<file path="src/rtl/uart_loader_pkg.sv">
// Shared types and constants for the UART boot loader.
// Imported by the word assembler and the loader FSM.
package uart_loader_pkg;

  typedef enum logic [2:0] {
    HEADER,
    PAYLOAD,
    WRITE,
    DONE,
    ERROR
  } state_e;

  localparam logic [1:0] ERR_NONE    = 2'd0;
  localparam logic [1:0] ERR_LENGTH  = 2'd1;
  localparam logic [1:0] ERR_OVERRUN = 2'd2;
  localparam logic [1:0] ERR_TIMEOUT = 2'd3;

  localparam int BYTES_PER_WORD = 4;

endpackage

</file>
<file path="src/rtl/uart_word_assembler.sv">
// Turns the receiver strobe into single-cycle byte events and
// packs four consecutive bytes into a little-endian word.
module uart_word_assembler
  import uart_loader_pkg::*;
(
  input  logic        clock,
  input  logic        reset,
  input  logic        clear,
  input  logic        take,
  input  logic [7:0]  rxData,
  input  logic        rxValid,
  output logic        byteStrobe,
  output logic        wordValid,
  output logic [1:0]  lane,
  output logic [31:0] word
);

  localparam logic [1:0] LAST_LANE =
    2'(BYTES_PER_WORD - 1);

  logic        rxValidQ;
  logic [23:0] acc;

  always_ff @(posedge clock) begin
    if (reset) rxValidQ <= 1'b0;
    else       rxValidQ <= rxValid;
  end

  assign byteStrobe = rxValid && !rxValidQ;
  assign wordValid  = byteStrobe && take &&
                      (lane == LAST_LANE);
  // The top byte is taken straight from the bus so the
  // full word is usable on the edge of the 4th strobe.
  assign word = {rxData, acc};

  always_ff @(posedge clock) begin
    if (reset || clear) begin
      lane <= 2'd0;
      acc  <= '0;
    end else if (byteStrobe && take) begin
      lane <= lane + 2'd1;
      unique case (lane)
        2'd0: acc[7:0]   <= rxData;
        2'd1: acc[15:8]  <= rxData;
        2'd2: acc[23:16] <= rxData;
        2'd3: ;
      endcase
    end
  end

endmodule

</file>
<file path="src/rtl/uart_boot_loader.sv">
// Parses a length-prefixed byte stream from the UART and
// writes the payload words into instruction memory.
module uart_boot_loader
  import uart_loader_pkg::*;
#(
  parameter int                    ADDR_WIDTH     = 32,
  parameter logic [ADDR_WIDTH-1:0] BASE_ADDR      = '0,
  parameter int                    MAX_WORDS      = 4096,
  parameter int                    TIMEOUT_CYCLES = 1_000_000
) (
  input  logic                  clock,
  input  logic                  reset,
  input  logic [7:0]            rxData,
  input  logic                  rxValid,
  output logic [ADDR_WIDTH-1:0] memAddr,
  output logic [31:0]           memWdata,
  output logic                  memWe,
  input  logic                  memReady,
  output logic [31:0]           wordCount,
  output logic                  busy,
  output logic                  done,
  output logic                  error,
  output logic [1:0]            errorCode
);

  state_e      state, stateN;
  logic [1:0]  errN;
  logic        take, clear, accept, lastWord;
  logic        tout, counting;
  logic        byteStrobe, wordValid;
  logic [1:0]  lane;
  logic [31:0] word, length, wordIdx, tcnt;

  uart_word_assembler u_asm (
    .clock     (clock),
    .reset     (reset),
    .clear     (clear),
    .take      (take),
    .rxData    (rxData),
    .rxValid   (rxValid),
    .byteStrobe(byteStrobe),
    .wordValid (wordValid),
    .lane      (lane),
    .word      (word)
  );

  assign accept   = (state == WRITE) && memReady;
  assign lastWord = (wordIdx + 32'd1) == length;
  assign tout     = (tcnt == 32'(TIMEOUT_CYCLES - 1)) &&
                    !byteStrobe;
  assign counting = (state == PAYLOAD) ||
                    (state == HEADER && lane != 2'd0);
  assign clear    = (state == DONE) || (state == ERROR);

  always_comb begin
    stateN = state;
    errN   = errorCode;
    take   = 1'b0;
    unique case (state)
      HEADER: begin
        take = 1'b1;
        if (wordValid) begin
          if (word == 32'd0 ||
              word > 32'(MAX_WORDS)) begin
            stateN = ERROR;
            errN   = ERR_LENGTH;
          end else begin
            stateN = PAYLOAD;
          end
        end else if (lane != 2'd0 && tout) begin
          stateN = ERROR;
          errN   = ERR_TIMEOUT;
        end
      end
      PAYLOAD: begin
        take = 1'b1;
        if (wordValid) begin
          stateN = WRITE;
        end else if (tout) begin
          stateN = ERROR;
          errN   = ERR_TIMEOUT;
        end
      end
      WRITE: begin
        if (accept) begin
          // A strobe landing on the accept edge opens the next word.
          take   = !lastWord;
          stateN = lastWord ? DONE : PAYLOAD;
        end else if (byteStrobe) begin
          stateN = ERROR;
          errN   = ERR_OVERRUN;
        end
      end
      DONE:  ;
      ERROR: ;
      default: stateN = HEADER;
    endcase
  end

  always_ff @(posedge clock) begin
    if (reset) begin
      state     <= HEADER;
      errorCode <= ERR_NONE;
      length    <= '0;
      wordIdx   <= '0;
      wordCount <= '0;
      tcnt      <= '0;
      memAddr   <= '0;
      memWdata  <= '0;
    end else begin
      state     <= stateN;
      errorCode <= errN;
      if (byteStrobe || stateN != state)
        tcnt <= '0;
      else if (counting)
        tcnt <= tcnt + 32'd1;
      if (state == HEADER && wordValid) begin
        length  <= word;
        wordIdx <= '0;
      end
      if (state == PAYLOAD && wordValid) begin
        memWdata <= word;
        memAddr  <= BASE_ADDR +
          ADDR_WIDTH'({wordIdx[29:0], 2'b00});
      end
      if (accept) begin
        wordIdx   <= wordIdx + 32'd1;
        wordCount <= wordCount + 32'd1;
      end
    end
  end

  assign memWe = (state == WRITE);
  assign done  = (state == DONE);
  assign error = (state == ERROR);
  assign busy  = (state == PAYLOAD) ||
                 (state == WRITE) ||
                 (state == HEADER && lane != 2'd0);

endmodule

</file>
<file path="config.mk">
export PLATFORM = sky130hd
export DESIGN_NAME = uart_boot_loader
export DESIGN_NICKNAME = d
export VERILOG_FILES = /design/src/rtl/uart_loader_pkg.sv /design/src/rtl/uart_word_assembler.sv /design/src/rtl/uart_boot_loader.sv
export SDC_FILE = /design/constraint.sdc
export NUM_CORES = 1
export LEC_CHECK = 0
export CAP_MARGIN = 5
export CORE_ASPECT_RATIO = 1.4
export CORE_MARGIN = 8
export CORE_UTILIZATION = 50
export CTS_BUF_LIST = sky130_fd_sc_hd__clkbuf_8
export CTS_CLUSTER_SIZE = 25
export DETAILED_ROUTE_END_ITERATION = 16
export PLACE_DENSITY = 0.72
export SYNTH_ARGS = -nofsm -noshare
export SYNTH_HDL_FRONTEND = slang
export SYNTH_SLANG_ARGS = --single-unit
</file>
<file path="constraint.sdc">
create_clock -name clock -period 5.9 [get_ports clock]
set_input_delay 1.18 -clock clock [delete_from_list [all_inputs] [get_ports clock]]
set_output_delay 1.18 -clock clock [all_outputs]
set_load 0.03 [all_outputs]
</file>
# Word level (Yosys, flattened, before mapping)
# Cells that the tools add are included.
[word_totals]
ff_bits = 222
latch_bits = 0
mem_bits_rw = 0
rom_bits = 0
wordCells = 87
memories = 0
[classes]
addsub = 4
mul = 0
div_mod_pow = 0
n_lt_le_gt_ge = 1
eq_ne = 16
shift = 0
n_mux = 21
bitwise_logic = 0
n_reduce_logical = 32
[op_table]
columns = ["cell", "count"]
rows = [
  ["32-bit by 1-bit adder with 32-bit output (second input constant)", 3],
  ["32-bit two-way mux", 2],
  ["32-bit by 20-bit equality test with 1-bit output (second input constant)", 1],
  ["32-bit equality test", 1],
  ["32-bit by 13-bit > comparator with 1-bit output (second input constant)", 1],
  ["32-bit zero test", 1],
  ["3-bit two-way mux", 7],
  ["2-bit two-way mux", 8],
  ["3-bit case mux with 4 select lines", 1],
  ["1-bit logical AND", 9],
  ["1-bit logical OR", 7],
  ["7-bit AND reduction", 1],
  ["3-bit by 2-bit equality test with 1-bit output (second input constant)", 2],
  ["2-bit inequality test (second input constant)", 3],
  ["3-bit inequality test (second input constant)", 2],
  ["2-bit case mux with 3 select lines", 1],
  ["2-bit AND reduction", 3],
  ["2-bit OR reduction", 3],
  ["2-bit equality test (second input constant)", 2],
  ["2-bit nonzero test", 2],
  ["3-bit by 1-bit equality test with 1-bit output (second input constant)", 1],
  ["3-bit equality test (second input constant)", 1],
  ["1-bit zero test", 3],
  ["3-bit zero test", 1],
  ["8 further kinds", 8],
]

# Depth between registers and ports, before layout
# Gate-level depths: netlist of run 1.
[logic_depth]
word_depth = 12
depth_mapped = 12

# Cells and area by module
# A second synthesis of run 1 with hierarchy kept.
[hier_totals]
hier_cells = 1281
area_unflattened_um2 = 10418.7
[by_module_without_submodules]
columns = ["mod", "n_inst", "cells_each", "area_each_um2", "seq_area_each_um2"]
rows = [
  ["uart_boot_loader", 1, 1160, 9054.9, 3903.7],
  ["uart_word_assembler", 1, 121, 1363.8, 540.5],
]

# Worst setup path after synthesis of run 1
# No wires, ideal clock.
[synth_path]
path_type = "register to register"
startpoint = "register wordIdx[1]"
endpoint = "register u_asm.acc[0]"
setup_ns = 0.072
t_arrival_ns = 3.463
t_required_ns = 5.828
path_slack_ns = 2.365
stages_incl_launch_ff = 12
n_path_buf = 2
period_less_slack_ns = 3.535
cell_sequence = "dfxtp_1 ha_1 nand3_1 or4_1 buf_2 or3_1 xnor2_1 or4_1 or4_1 buf_2 o211ai_4 mux2i_1"
[synth_between]
elab_chain_len = 7
[synth_lines]
columns = ["item", "line_no", "text"]
rows = [
  ["start: declaration", "uart_boot_loader.sv:32", "logic [31:0] word, length, wordIdx, tcnt;"],
  ["start signal: assignment", "uart_boot_loader.sv:127", "wordIdx <= wordIdx + 32'd1;"],
  ["32-bit by 1-bit adder with 32-bit output", "uart_boot_loader.sv:48", "assign lastWord = (wordIdx + 32'd1) == length;"],
  ["32-bit equality test", "uart_boot_loader.sv:48", ""],
  ["1-bit zero test", "uart_boot_loader.sv:87", "take = !lastWord;"],
  ["1-bit two-way mux", "uart_boot_loader.sv:85", "if (accept) begin"],
  ["1-bit case mux with 2 select lines", "uart_boot_loader.sv:59", "unique case (state)"],
  ["1-bit logical AND", "uart_word_assembler.sv:40", "end else if (byteStrobe && take) begin"],
  ["2-bit AND reduction (no line)", "n/a", ""],
  ["end signal: assignment", "uart_word_assembler.sv:43", "2'd0: acc[7:0] <= rxData;"],
  ["end: declaration", "uart_word_assembler.sv:22", "logic [23:0] acc;"],
]
# No other way between the ends.
# A chain may end at the register's enable or synchronous reset.

# Worst setup path in the final report of run 1
[layout_path]
startpoint = "register wordIdx[0]"
endpoint = "register u_asm.acc[1]"
# Same word-level chain as after synthesis.

==> results.txt, run 1 <==
DR DRC count -> 0
Worst-Margin Slew -> 1100 ps
Hold WC Path Type -> reg2reg
vias in the first global route -> 8926
Num CTS Buffers -> 35
most frequent cells in the layout -> nand2_1, dfxtp_1, a21oi_1
Non-Filler Instances -> 1659
yosys warns -> 0
CP arrival -> 4770 ps
ANT nets after route -> 0
Startpoint Class -> register
sequential area share after synthesis -> 0.430
H-tree depth -> 2
vias -> 9364
DRC violation total after the first TritonRoute iteration -> 705
R2R setup slack -> 1580 ps
Async SR Flop Fraction -> 0
setup TNS -> 0 ps
PostCTS Resize Cnt -> 0
post-CTS setup buffers -> 0
GP Congestion -> 0.941
number of max-cap violations -> 0
Diodes inserted -> 0
fin nets -> 1397
Final HPWL DP -> 19500 um
RSZ-0062 raised after global routing -> no
pwr/cell area -> 238 nW/um2
clk buf depth -> 3
die width -> 138 um
Sink Count -> 222
Routed WL per cell -> 16.8 um
Netlist cell types -> 59
I/O pins -> 114
syn avg cell area -> 7.86 um2
Mapped Cells -> 1317
CTS Root Cell -> clkbuf_8
Seq cells post-synth -> 222
number of enable flip-flop cells after synthesis -> 0
status -> complete, no violations
Min Clock Period, post-route -> 4320 ps
max frequency -> 0.231 GHz
crit end category -> register
starting density of the core -> 0.507
clk slew on worst S/H paths -> 60 ps
Die Span Y -> 186 um
Cell Rows -> 62
final WL -> 27900 um
pins over their slew limit -> 0
core footprint -> 20400 um2
final cycle utilization of the critical path -> 0.733
Clk Latency, worst-skew pair -> 530 ps
dominant synthesized flop cell -> dfxtp_1
first-pass GRT wire length -> 45200 um
most common cell after layout, fill and taps aside -> nand2_1
critical path required time -> 6340 ps
Mapped Area -> 10300 um2
initial antenna violation count -> 0
Port Buffers -> 111
layout cell share with drive strength beyond 1 -> 0.0549
CTS tree -> done
Area Overhead vs Synth -> 17.3%
hold violation count in the final report -> 0
final setup vio count -> 0
slew margin rel. -> 0.269
VDD IR max -> 0.178 mV
GRT Total Usage -> 0.216
Die ar. -> 25600 um2
leakage power total -> 0.00418 uW
GRT Residual Overflow -> 0
Vias/cell -> 5.64
kind of critical path -> reg2reg
Max FO, Critical Path -> 12
largest net degree at the start of global routing -> 103
hold_buf cts -> 0
clock skew -> 28.3 ps
drt pass-1 iters -> 5
placed cells -> 1597
-- logic make-up after synthesis --
logic type | after synthesis | synth area share
xor gates and xnor gates | 89 | 0.0753
adders and majority gates | 7 | 0.00846
buffers and inverters | 112 | 0.0449
and+or+nand+nor | 623 | 0.281
AOI/OAI and AO/OA | 234 | 0.132
DFF | 222 | 0.430
muxes | 29 | 0.0281
other | 1 | 0.000362
-- final cells by class --
class                           instances  area [um2]
Tap cell                              256         320
Clock buffer                           39         537
Fill cell                            1898        8270
Inverter                               13        48.8
Timing Repair Buffer                  122        1190
Sequential cell                       222        4440
Multi-Input combinational cell        984        5460
Clock inverter                         23         134
-- worst paths after layout --
kind | startpoint | endpoint | cells past startpoint
setup / recovery | wordIdx[0] | u_asm.acc[1] | 9
hold / removal | memAddr[13] | memAddr[13] | 2
setup reg to reg | wordIdx[0] | u_asm.acc[1] | 9
hold reg to reg | memAddr[13] | memAddr[13] | 2
-- flip-flops by register name (all words and copies together), names as in the netlist --
| name | cells |
|---|---|
| length | 32 |
| memWdata | 32 |
| tcnt | 32 |
| wordCount | 32 |
| wordIdx | 32 |
| memAddr | 30 |
| u_asm.acc | 24 |
| state | 3 |
| errorCode | 2 |
| u_asm.lane | 2 |
| u_asm.rxValidQ | 1 |
-- cells in the mapped netlist, drive strengths merged (12+ instances only) --
master  number  area share
nand2      302        0.11
dfxtp      222        0.43
a21oi      143       0.069
nor2       107       0.039
clkbuf      80       0.029
xor2        53       0.045
nand3       36       0.017
o21ai       36       0.017
xnor2       36       0.030
nand4       31       0.021
mux2i       29       0.028
nor4        26       0.016
nor3        23       0.011
buf         19       0.011
and4        15       0.013
or4         15       0.011
and3        13      0.0079
inv         13      0.0047
a311oi      12       0.010
nor2b       12      0.0073
-- report_power, final --
part,internal [uW],switching (uW),leakage [uW]
clock,656,602,0.000396
combinational,32.9,68.6,0.00199
sequential,1510,13.5,0.00179
total,2200,684,0.00418
-- worst max-delay path: stages, from the launching register on --
cell and delay, ps:
dfxtp_1 460, ha_1 260, nand3_1 340, or4_1 720, or3_1 480, xnor2_1 150
or4_1 540, or4_1 600, o211ai_4 450, mux2i_1 240
-- per-layer routing --
layer,track usage,share of wire,wire [um]
met1,0.240,0.40,11300
met2,0.386,0.51,14200
met3,0.0398,0.044,1220
met4,0.108,0.042,1170
met5,0,0,0
-- metrics by stage --
stage	util	total power [uW]	setup WS, ps	hold WS [ps]	instance area, um2
2_1_floorplan	-	1620	2360	445	10400
3_3_place_gp	0.562	1660	1720	442	11500
3_5_place_dp	0.562	1660	1630	446	11500
4_1_cts	0.595	2920	1610	454	12100
5_1_grt	0.595	2990	1290	473	12100
6_report	0.595	2880	1580	450	12100
(Power assumes the default switching activity.)
==> run 2, diff against run 1 <==
--- a/config.mk
+++ b/config.mk
@@ -12,7 +12,7 @@
 export CTS_BUF_LIST = sky130_fd_sc_hd__clkbuf_8
 export CTS_CLUSTER_SIZE = 25
 export DETAILED_ROUTE_END_ITERATION = 16
-export PLACE_DENSITY = 0.72
+export PLACE_DENSITY = 0.75
 export SYNTH_ARGS = -nofsm -noshare
 export SYNTH_HDL_FRONTEND = slang
 export SYNTH_SLANG_ARGS = --single-unit
==> constraint.sdc (replaced) <==
create_clock -name clock -period 3.75 [get_ports clock]
set_input_delay 0.75 -clock clock [delete_from_list [all_inputs] [get_ports clock]]
set_output_delay 0.75 -clock clock [all_outputs]
set_load 0.03 [all_outputs]
==> run 2 against run 1 <==
  * Clock power rose by 65%
  * Non-clock buffer count rose by 49
  * Count of clock-buffer cells in the layout increased by 7
  * Register-to-register slack got worse by 1400 ps
  * Routed wire length increased by 1.9%
  * Highest routed layer is now met5
  * Combinational power increased by 69%
  * Setup slack got worse by 1400 ps
==> results.txt, run 2 (synthesis gave the netlist of run 1 again) <==
starting density of the core -> 0.507 (unchanged)
most frequent cells in the layout -> nand2_1, dfxtp_1, a21oi_1
setup TNS -> 0 ps (unchanged)
Final HPWL DP -> 20200 um (+3.6%)
drt pass-1 iters -> 7 (+2)
die width -> 138 um (unchanged)
Die Span Y -> 186 um (unchanged)
cell mode on critical path -> or4_1
layout cell share with drive strength beyond 1 -> 0.0935 (+0.0386)
register share of total power -> 0.516 (-0.012)
Max FO, Critical Path -> 8 (-4)
slowest stage delay, CP -> 580 ps (-140 ps)
core footprint -> 20400 um2 (unchanged)
Port Buffers -> 111 (unchanged)
CP Buf/Inv Count -> 0 (unchanged)
CP arrival -> 3950 ps (-820 ps)
CTS Root Cell -> clkbuf_8
Cell Area, Placed -> 11900 um2 (+3.6%)
slew margin rel. -> 0.539 (+0.270)
Min Clock Period, post-route -> 3540 ps (-780 ps)
delay-heaviest family, CP -> simple AND/OR/NAND/NOR gates
Vias/cell -> 5.62 (-0.47%)
final cycle utilization of the critical path -> 0.945 (+0.212)
critical path required time -> 4160 ps (-2180 ps)
final setup vio count -> 0 (unchanged)
P_int -> 3550 uW (+61%)
kind of critical path -> reg2reg
switching part of the total power -> 0.236 (-0.000934)
GRT Residual Overflow -> 0 (unchanged)
worst path cell trace -> ha_1 -> nand3_1 -> or4_1 -> or3_1 -> xnor2_1 -> or4_1 -> or4_4 -> o211a_2 -> mux2i_1
DR DRC count -> 0 (unchanged)
VDD IR max -> 0.348 mV (+95%)
clk slew on worst S/H paths -> 60 ps (about the same)
Diodes inserted -> 0 (unchanged)
Worst path slowest cell -> or4_1
Routed WL per cell -> 16.6 um (-1.2%)
crit end category -> register
RSZ-0062 raised after global routing -> no
first-pass GRT wire length -> 45900 um (+1.6%)
H-tree depth -> 2 (unchanged)
Area Overhead vs Synth -> 22.0%
CTS tree -> done
Sink Count -> 222 (unchanged)
clock power share -> 0.447 (+0.010)
clk buf depth -> 3 (unchanged)
ANT nets after route -> 0 (unchanged)
pins over their slew limit -> 0 (unchanged)
initial antenna violation count -> 1 (+1)
GRT Total Usage -> 0.221 (+0.00460)
status -> complete, no violations
max frequency -> 0.282 GHz (+22%)
vias in the first global route -> 9325 (+4.5%)
Finished Cell Area -> 12600 um2 (+4.1%)
most common cell after layout, fill and taps aside -> nand2_1
Net Sw Power -> 1100 uW (+61%)
post-layout util -> 0.619 (+0.0242)
number of max-cap violations -> 0 (unchanged)
Comb power frac -> 0.037 (+0.002)
Clk Latency, worst-skew pair -> 530 ps (about the same)
DRC violation total after the first TritonRoute iteration -> 737 (+4.5%)
vias -> 9612 (+2.6%)
Cell Rows -> 62 (unchanged)
clock skew -> 21.2 ps (-7.13 ps)
hold violation count in the final report -> 0 (unchanged)
Num CTS Buffers -> 36 (+2.9%)
I/O pins -> 114 (unchanged)
GP Congestion -> 0.950 (+0.95%)
Worst-Margin Slew -> 690 ps (-407 ps)
Die ar. -> 25600 um2 (unchanged)
fin nets -> 1447 (+3.6%)
largest net degree at the start of global routing -> 64 (-38%)
final WL -> 28400 um (+1.9%)
Hold WC Path Type -> reg2reg
pwr/cell area -> 368 nW/um2 (+55%)
Startpoint Class -> register
leakage power total -> 0.00445 uW (+6.6%)
-- run 2: metal layers --
metal	part of all wire	global-route usage
met2	0.50	0.394
met3	0.057	0.0403
met5	0.00035	0
met4	0.056	0.129
met1	0.39	0.238
-- run 2: power by group through the flow --
stage | clock network [uW] | logic [uW] | registers, uW
4_1_cts | 2130 | 170 | 2400
3_3_place_gp | 0 | 168 | 2450
6_report | 2080 | 171 | 2400
5_1_grt | 2220 | 185 | 2400
2_1_floorplan | 0 | 112 | 2440
3_5_place_dp | 0 | 169 | 2450
-- run 2: repair_timing --
item                                    CTS  global route
endpoints found under the setup margin    0            25
gates resized for setup                   0             4
setup buffers                             0             1
hold buffers                              0             0
-- run 2: path summary, 6_finish.rpt --
kind	start	to	slack (ps)	depth (start not counted)
max	wordIdx[1]	u_asm.acc[9]	210	9
min	memAddr[10]	memAddr[10]	450	2
max reg2reg	wordIdx[1]	u_asm.acc[9]	210	9
min reg2reg	memAddr[10]	memAddr[10]	450	2
-- run 2: area by class of cell --
class                           instances  area, um2
Clock buffer                           46        633
Inverter                               13       48.8
Clock inverter                         19       95.1
Timing Repair Buffer                  171       1620
Multi-Input combinational cell        984       5470
Tap cell                              256        320
Sequential cell                       222       4440
Fill cell                            1801       7770
-- run 2: worst min-delay path, stage by stage (launching register included) --
cell and delay (ps):
dfxtp_1 310, nand2_1 50, a21oi_1 50
-- run 2: metrics by stage --
stage | power [uW] | setup WS (ps) | hold WS (ps) | std cells
finish | 4650 | 207 | 451 | 1711
CTS | 4690 | 42.0 | 455 | 1710
detailed placement | 2620 | 41.3 | 447 | 1645
floorplan | 2550 | 215 | 445 | 1318
global route | 4800 | 89.8 | 470 | 1711
global placement | 2620 | 66.1 | 441 | 1645
